## src/rtl/pic_ack_sequencer.sv

```systemverilog
// pic_ack_sequencer: CPU-side interrupt acknowledge engine for the pic block.
// Synchronises pic_int, pulses intack, reads the vector, hands it to the core
// over valid/ready and writes a non-specific EOI back to the pic on request.
// Optional feature macro: PIC_SPURIOUS_CHECK_EN (recheck int on the last ACK
// cycle, report SPUR_VEC and a 'spurious' flag, skip READ and EOI).

`ifndef SEL_OCR
`define SEL_OCR 2'b10
`endif
`ifndef RW_READ
`define RW_READ 1'b1
`endif
`ifndef RW_WRITE
`define RW_WRITE 1'b0
`endif

module pic_ack_sequencer #(
    parameter int unsigned ACK_CYCLES = 2,          // intack width, 1..15
    parameter logic [1:0]  VEC_SEL    = 2'b01,
    parameter logic [1:0]  EOI_SEL    = `SEL_OCR,
    parameter logic [7:0]  EOI_CMD    = 8'h20
`ifdef PIC_SPURIOUS_CHECK_EN
    ,
    parameter logic [7:0]  SPUR_VEC   = 8'h07
`endif
) (
    input  logic       clk,
    input  logic       reset,
    input  logic       pic_int,
    input  logic [7:0] pic_data_in,
    output logic [7:0] pic_data_out,
    output logic       pic_data_oe,
    output logic [1:0] pic_select,
    output logic       pic_readwrite,
    output logic       pic_intack,
    input  logic       cpu_ie,
    output logic       irq_pending,
    output logic       vec_valid,
    output logic [7:0] vec,
    input  logic       vec_ready,
    input  logic       eoi_req,
`ifdef PIC_SPURIOUS_CHECK_EN
    output logic       spurious,
`endif
    output logic       busy
);

    typedef enum logic [2:0] {
        S_IDLE,
        S_ACK,
        S_READ,
        S_PRESENT,
        S_SERVICE,
        S_EOI
    } state_t;

    localparam logic [3:0] ACK_LAST = 4'(ACK_CYCLES - 1);

    state_t     state;
    state_t     state_next;
    logic       int_meta;
    logic       int_s;
    logic [3:0] ack_cnt;
    logic       ack_last;

    // Two-flop synchroniser for the asynchronous pic interrupt line.
    // NOTE: sequential state uses non-blocking assignments so every flop
    // samples the pre-edge value of its neighbours, exactly like hardware.
    always_ff @(posedge clk or posedge reset) begin
        if (reset) begin
            int_meta <= 1'b0;
            int_s    <= 1'b0;
        end else begin
            int_meta <= pic_int;
            int_s    <= int_meta;
        end
    end

    // State register; reset aborts any sequence immediately.
    always_ff @(posedge clk or posedge reset) begin
        if (reset) begin
            state <= S_IDLE;
        end else begin
            state <= state_next;
        end
    end

    // Counts cycles spent in ACK; cleared whenever ACK is left.
    always_ff @(posedge clk or posedge reset) begin
        if (reset) begin
            ack_cnt <= 4'd0;
        end else if (state == S_ACK) begin
            ack_cnt <= ack_cnt + 4'd1;
        end else begin
            ack_cnt <= 4'd0;
        end
    end

    assign ack_last = (state == S_ACK) && (ack_cnt == ACK_LAST);

`ifdef PIC_SPURIOUS_CHECK_EN
    logic spur_q;

    // Vector capture: bus value at the end of READ, or SPUR_VEC if int vanished.
    always_ff @(posedge clk or posedge reset) begin
        if (reset) begin
            vec <= 8'h00;
        end else if (state == S_READ) begin
            vec <= pic_data_in;
        end else if (ack_last && !int_s) begin
            vec <= SPUR_VEC;
        end
    end

    // Spurious flag decided on the last ACK cycle, held through PRESENT.
    always_ff @(posedge clk or posedge reset) begin
        if (reset) begin
            spur_q <= 1'b0;
        end else if (ack_last) begin
            spur_q <= !int_s;
        end
    end

    assign spurious = spur_q && (state == S_PRESENT);
`else
    // Vector capture: bus value sampled at the end of the READ cycle.
    always_ff @(posedge clk or posedge reset) begin
        if (reset) begin
            vec <= 8'h00;
        end else if (state == S_READ) begin
            vec <= pic_data_in;
        end
    end
`endif

    // Next-state and pic bus outputs, all decoded from the current state.
    // NOTE: every output gets a default before the case so no path leaves a
    // variable unassigned, which would otherwise infer a latch.
    always_comb begin
        state_next    = state;
        pic_select    = `SEL_OCR;
        pic_readwrite = `RW_READ;
        pic_data_out  = 8'h00;
        pic_data_oe   = 1'b0;
        pic_intack    = 1'b0;
        vec_valid     = 1'b0;

        case (state)
            S_IDLE: begin
                // A pending EOI beats a new acknowledge; the ACK follows later.
                if (eoi_req) begin
                    state_next = S_EOI;
                end else if (int_s && cpu_ie) begin
                    state_next = S_ACK;
                end
            end
            S_ACK: begin
                pic_intack = 1'b1;
                if (ack_last) begin
`ifdef PIC_SPURIOUS_CHECK_EN
                    state_next = int_s ? S_READ : S_PRESENT;
`else
                    state_next = S_READ;
`endif
                end
            end
            S_READ: begin
                pic_select = VEC_SEL;
                state_next = S_PRESENT;
            end
            S_PRESENT: begin
                vec_valid = 1'b1;
                if (vec_ready) begin
`ifdef PIC_SPURIOUS_CHECK_EN
                    state_next = spur_q ? S_IDLE : S_SERVICE;
`else
                    state_next = S_SERVICE;
`endif
                end
            end
            S_SERVICE: begin
                if (eoi_req) begin
                    state_next = S_EOI;
                end
            end
            S_EOI: begin
                pic_select    = EOI_SEL;
                pic_readwrite = `RW_WRITE;
                pic_data_out  = EOI_CMD;
                pic_data_oe   = 1'b1;
                state_next    = S_IDLE;
            end
            default: begin
                state_next = S_IDLE;
            end
        endcase
    end

    assign busy        = (state != S_IDLE);
    assign irq_pending = int_s && (state == S_IDLE);

endmodule

```

## config.mk

```make
export PLATFORM = sky130hd
export DESIGN_NAME = pic_ack_sequencer
export DESIGN_NICKNAME = d
export VERILOG_FILES = /design/src/rtl/pic_ack_sequencer.sv
export SDC_FILE = /design/constraint.sdc
export NUM_CORES = 1
export LEC_CHECK = 0
export BUFFER_PORTS_ARGS = -buffer_cell sky130_fd_sc_hd__buf_2
export CAP_MARGIN = 20
export CORE_MARGIN = 2
export CORE_UTILIZATION = 48
export CTS_CLUSTER_SIZE = 8
export DETAILED_ROUTE_END_ITERATION = 16
export PLACE_DENSITY = 0.83
export SLEW_MARGIN = 25
export SYNTH_ARGS = -nofsm -noshare
export SYNTH_HDL_FRONTEND = slang
export SYNTH_SLANG_ARGS = --single-unit
```

## constraint.sdc

```tcl
create_clock -name clk -period 2.3 [get_ports clk]
set_clock_uncertainty 0.2 [all_clocks]
set_input_delay 0.23 -clock clk [delete_from_list [all_inputs] [get_ports clk]]
set_output_delay 0.23 -clock clk [all_outputs]
set_load 0.02 [all_outputs]
```

==> impl_metrics.tcl, run 1 <==
set metrics [dict create \
    period_share 0.861 \
    ios 38 \
    cts_resized 0 \
    postCtsSetupRepairBufs 0 \
    hold_buffers 11 \
    synthTopCellsByArea "dfrtp_1 (52%), mux2_2 (11%), buf_4 (8.2%), nor2_1 (3.6%), ha_1 (3.0%)" \
    place.port_buffers 30 \
    leakagePower_nw 0.559 \
    clock_sinks 17 \
    max_cap_viol_count 0 \
    p_seq_frac 0.399 \
    grt_start_max_net_pins 18 \
    dp_hpwl_mm 1.02 \
    cts_max_path_buffers 2 \
    worstSetupEndpointType "output pin" \
    wirelength_mm 1.60 \
    worstPathArrival_ns 1.55 \
    synth_warnings 0 \
    postSynthAreaPerCell_sq_um 11.2 \
    power_switching_w 0.000542 \
    synth.top_cells.by_count "dfrtp_1 (17), buf_4 (9), mux2_2 (8), nor2_1 (8), inv_1 (6)" \
    synth_cell_types 25 \
    synthToLayoutAreaGrowth_pct 30.2 \
    grt_util_all_layers 0.178 \
    maxSlewHeadroom 0.597 \
    status "finished, final reports clean" \
    fin_ws_ns 0.320 \
    syn_area_sq_um 826 \
    slowest_delay_ns 0.54 \
    syn_inst 74 \
    tightest_slew_ns 0.604 \
    hold_class "in -> reg" \
    drive_gt1_frac 0.421 \
    totalPowerFinal_w 0.00128 \
    yosys_most_used_dff "dfrtp_1" \
    rsz0062_at_grt "false" \
    cp_slowest_cell "or3b_2" \
    max-vdd-ir-drop_v 0.000707 \
    grt_pass1_vias 586 \
    intPower_w 0.000739 \
    clkPwrFrac 0.123 \
    place.gp.congestion 0.735 \
    async_reset_ff_frac 1.00 \
    ys_ff_latch 17 \
    wl_per_cell_um 12.3 \
    pre_cts_ws_ns 0.651 \
    synth_top_area_share 0.515 \
    yosysMostFrequentCell "dfrtp_1" \
    clk_pin_slew_ns 0.11 \
    hold_viol_final 0 \
    cp-start-kind "register" \
    grt_pass1_wl_mm 2.53 \
    cts_tree "built" \
    synth-edff-count 0 \
    worst_hold_slack_ns 0.0204 \
    critPathKind "reg -> out" \
    switching_share 0.423 \
    clock.fmax_ghz 0.505 \
    final_nets 131 \
    dieArea_sq_um 2070 \
    pwr-share-comb 0.478 \
    clk_latency_ns 0.29 \
    cellPowerDensity_nw_per_um2 1190 \
    drc_errors 0 \
    postRouteAntennaNets 0 \
    antenna_found_initial 0 \
    drt-initial-drc-count 3 \
    numCtsBuffers 3 \
    start_util 0.530 \
    overflow 0 \
    drv_slew 0 \
    vias_per_cell 4.82 \
    diodes 0 \
    fin_tns_setup_ns 0 \
    rows 14 \
    coreArea_sq_um 1560 \
    vias 626 \
    worstPathRequired_ns 1.87 \
    fp.dieH_um 45.5 \
    synth_top_area_cell "dfrtp_1" \
    yosysSeqAreaShare 0.515 \
    first_pass_iters 2 \
    min_period_ns 1.98 \
    cts_htree_levels 1 \
    finalSetupViolations 0 \
    cp_cell_sequence "or3b_2, inv_1, buf_2" \
    clock-root-buffer "clkbuf_4" \
    cp_max_fo 10 \
    die-width_um 45.5 \
]
-- worst max-delay path, delay by kind of cell (launching register included) --
kind | cells | cell delay [ns]
AND/OR/NAND/NOR | 1 | 0.54
buffers and inverters | 2 | 0.22
flip-flops | 1 | 0.49
-- layer usage --
metal | vias up | global-route usage | share of wire
li1 | 306 | - | -
met1 | 298 | 0.210 | 0.43
met2 | 20 | 0.293 | 0.52
met3 | 2 | 0.0397 | 0.044
met4 | 0 | 0.106 | 0.011
met5 | - | 0 | 0
-- kinds of logic after synthesis --
logic type,count (synthesis),synth area share
simple gates,20,0.141
mux,8,0.109
buf+inv,18,0.135
xor+xnor,2,0.0212
fa+ha+maj,2,0.0303
flops,17,0.515
compound gates,6,0.0439
other cells,1,0.00454
-- worst paths after layout --
check	endpoint	startpoint	cells past startpoint	slack, ns
min in group asynchronous	int_s	reset	3	0.34
min reg2reg	int_s	int_meta	0	0.15
max reg2reg	vec[7]	state[1]	3	0.73
min	state[0]	cpu_ie	3	0.02
max in group asynchronous	int_meta	reset	3	1.15
max	pic_intack	state[2]	3	0.32
-- stage by stage --
step                instance area [sq um]  cells  utilization
floorplan                             848     80            -
global placement                      937    115        0.601
detailed placement                    937    115        0.601
CTS                                  1070    130        0.689
global route                         1070    130        0.689
finish                               1070    130        0.689
-- layout by cell type, fill, tap and decap left out, drive strengths merged --
cell and count:
a21oi 4, and2b 1, mux2 8, and3b 1
ha 2, dlygate4sd3 11, inv 6, conb 7
o31ai 1, or4b 1, nand3 1, a32oi 1
nand3b 1, nor3 1, clkinv 1, or3b 1
nor2 8, clkbuf 3, nand2 3, nor3b 1
xnor2 1, or3 1, buf 31, dfrtp 17
xor2 1
-- area by class of cell --
cell class | count | area, sq um
fillers | 108 | 484
clock inverters | 1 | 5.00
clock buffers | 3 | 22.5
flip-flops and latches | 17 | 425
well taps | 16 | 20.0
inverters | 6 | 22.5
multi-input cells | 45 | 312
repair buffers | 42 | 268
-- power by group through the flow --
| stage | sequential (W) | clock [W] | combinational [W] |
|---|---|---|---|
| after floorplan | 0.000555 | 0 | 0.000411 |
| after global placement | 0.000506 | 0 | 0.000591 |
| after detailed placement | 0.000513 | 0 | 0.000600 |
| after CTS | 0.000510 | 0.000160 | 0.000616 |
| after global routing | 0.000527 | 0.000171 | 0.000666 |
| final | 0.000511 | 0.000158 | 0.000612 |
-- sequential cells by signal, summed over array words and instances (netlist names) --
name / cells
int_s: 1
ack_cnt: 4
vec: 8
int_meta: 1
state: 3
No activity file was read; power rests on OpenSTA's default activity.
==> run 2: changes to the inputs <==
- PLACE_DENSITY: 0.83 -> not set
- PLACE_DENSITY_LB_ADDON: not set -> 0.25
==> run 2 against run 1 <==
  * Core utilization grew 0.56 points
  * Sequential power about the same
  * Largest power group unchanged
  * Non-clock buffer count is 1 higher
  * Hold slack gained 0.0049 ns
  * Clock power barely moved
  * Die area stayed put
  * Sequential share of layout area is 0.32 points lower
  * Count of clock-buffer cells in the layout rose by 1
  * Maximum frequency decreased by 0.62%
  * Register-to-register slack got worse by 0.02 ns
  * Critical path depth unchanged
  * Global-route usage decreased by 0.46 points
  * Highest routed layer unchanged
==> impl_metrics.tcl, run 2 (synthesized netlist as in run 1, its figures left out) <==
set metrics [dict create \
    hold_class "in -> reg" \
    max_cap_viol_count 0 \
    antenna_found_initial 0 \
    dp_hpwl_mm 1.11 \
    postLayoutCoreUtil 0.695 \
    hold_viol_final 0 \
    layout_commonest_cell "buf_2" \
    leakagePower_nw 0.561 \
    drc_errors 0 \
    hold_buffers 12 \
    cts_htree_levels 1 \
    rows 14 \
    worstPathRequired_ns 1.87 \
    cellPowerDensity_nw_per_um2 1190 \
    largest_register_ffs 8 \
    clock.fmax_ghz 0.502 \
    drv_slew 0 \
    worst_hold_slack_ns 0.0254 \
    slowest_delay_ns 0.56 \
    worstPathArrival_ns 1.56 \
    status "finished, final reports clean" \
    final_nets 132 \
    postCtsSetupRepairBufs 0 \
    critPathTopFamily "simple AND/OR/NAND/NOR gates" \
    worstSetupEndpointType "output pin" \
    critPathKind "reg -> out" \
    start_util 0.530 \
    postRouteAntennaNets 0 \
    fin_tns_setup_ns 0 \
    vias_per_cell 4.79 \
    finalSetupViolations 0 \
    maxSlewHeadroom 0.595 \
    cts_tree "built" \
    drt-initial-drc-count 4 \
    vias 627 \
    first_pass_iters 2 \
    clk_pin_slew_ns 0.09 \
    place.port_buffers 30 \
    overflow 0 \
    diodes 0 \
    cp_slowest_cell "or3b_2" \
    rsz0062_at_grt "false" \
    stdcell_count 131 \
    clk_latency_ns 0.29 \
    drive_gt1_frac 0.409 \
    clock_sinks 17 \
    cts_resized 0 \
    cts_max_path_buffers 2 \
    period_share 0.866 \
    wirelength_mm 1.59 \
    cp-start-kind "register" \
    dieArea_sq_um 2070 \
    layout_common_cells "buf_2 (30), dfrtp_1 (17), dlygate4sd3_1 (12)" \
    regMostFlops "vec" \
    min_period_ns 1.99 \
    grt_pass1_wl_mm 2.48 \
    grt_start_max_net_pins 18 \
    place_inst 115 \
    die-width_um 45.5 \
    clock-root-buffer "clkbuf_4" \
    fp.dieH_um 45.5 \
    max-vdd-ir-drop_v 0.000680 \
    path_buf_inv 2 \
    place.gp.congestion 0.677 \
    grt_pass1_vias 626 \
    cp_cell_sequence "or3b_2, inv_1, buf_2" \
    wl_per_cell_um 12.1 \
    grt_util_all_layers 0.173 \
    cp_max_fo 11 \
    ios 38 \
    tightest_slew_ns 0.607 \
    coreArea_sq_um 1560 \
    synthToLayoutAreaGrowth_pct 31.2 \
    reg.largest.list "vec: 8 flops, ack_cnt: 4 flops, state: 3 flops" \
    numCtsBuffers 3 \
]
-- run 2: cell count changes in the layout (fill, tap and decap cells not counted), sizes merged --
cell / before / now
dlygate4sd3: 11 / 12
clkinv: 1 / 0
clkbuf: 3 / 4
-- run 2: worst reg2reg max path, cell delays in order, from the launching register on --
cell and delay, ns:
dfrtp_1 0.51, nor3b_2 0.22, buf_4 0.20, mux2_2 0.35
-- run 2: worst paths after layout --
kind,from,endpoint,slack (ns),cells after the start
min in group asynchronous,reset,vec[6],0.36,3
worst max register to register,state[1],vec[4],0.71,3
worst min-delay path,eoi_req,state[2],0.03,3
worst max-delay path,state[1],pic_intack,0.31,3
worst min register to register,int_meta,int_s,0.15,0
max in group asynchronous,reset,vec[4],1.15,3
-- run 2: routing by layer --
metal	up-vias	part of all wire	track usage	wire length, um
met3	6	0.044	0.0317	70
met4	0	0.032	0.112	51
li1	307	-	-	-
met2	23	0.53	0.310	842
met1	291	0.39	0.183	625
met5	-	0	0	0
-- run 2: per-stage QoR --
stage	area, sq um	power, W	setup slack [ns]
floorplan	848	0.000966	0.501
global placement	937	0.00110	0.664
detailed placement	937	0.00112	0.648
CTS	1080	0.00130	0.309
global route	1080	0.00138	0.227
finish	1080	0.00128	0.308
-- run 2: where the power goes --
group | total, W | leakage (nW) | internal [W] | switching [W]
logic | 0.000616 | 0.335 | 0.000266 | 0.000350
clock network | 0.000157 | 0.0150 | 0.0000675 | 0.0000896
registers | 0.000511 | 0.211 | 0.000410 | 0.000101
total | 0.00128 | 0.561 | 0.000743 | 0.000541
-- run 2: final cells by class --
type	instances	area, sq um
flip-flops and latches	17	425
well taps	16	20.0
inverters	6	22.5
multi-input cells	45	312
clock buffers	4	26.3
repair buffers	43	278
fillers	126	475
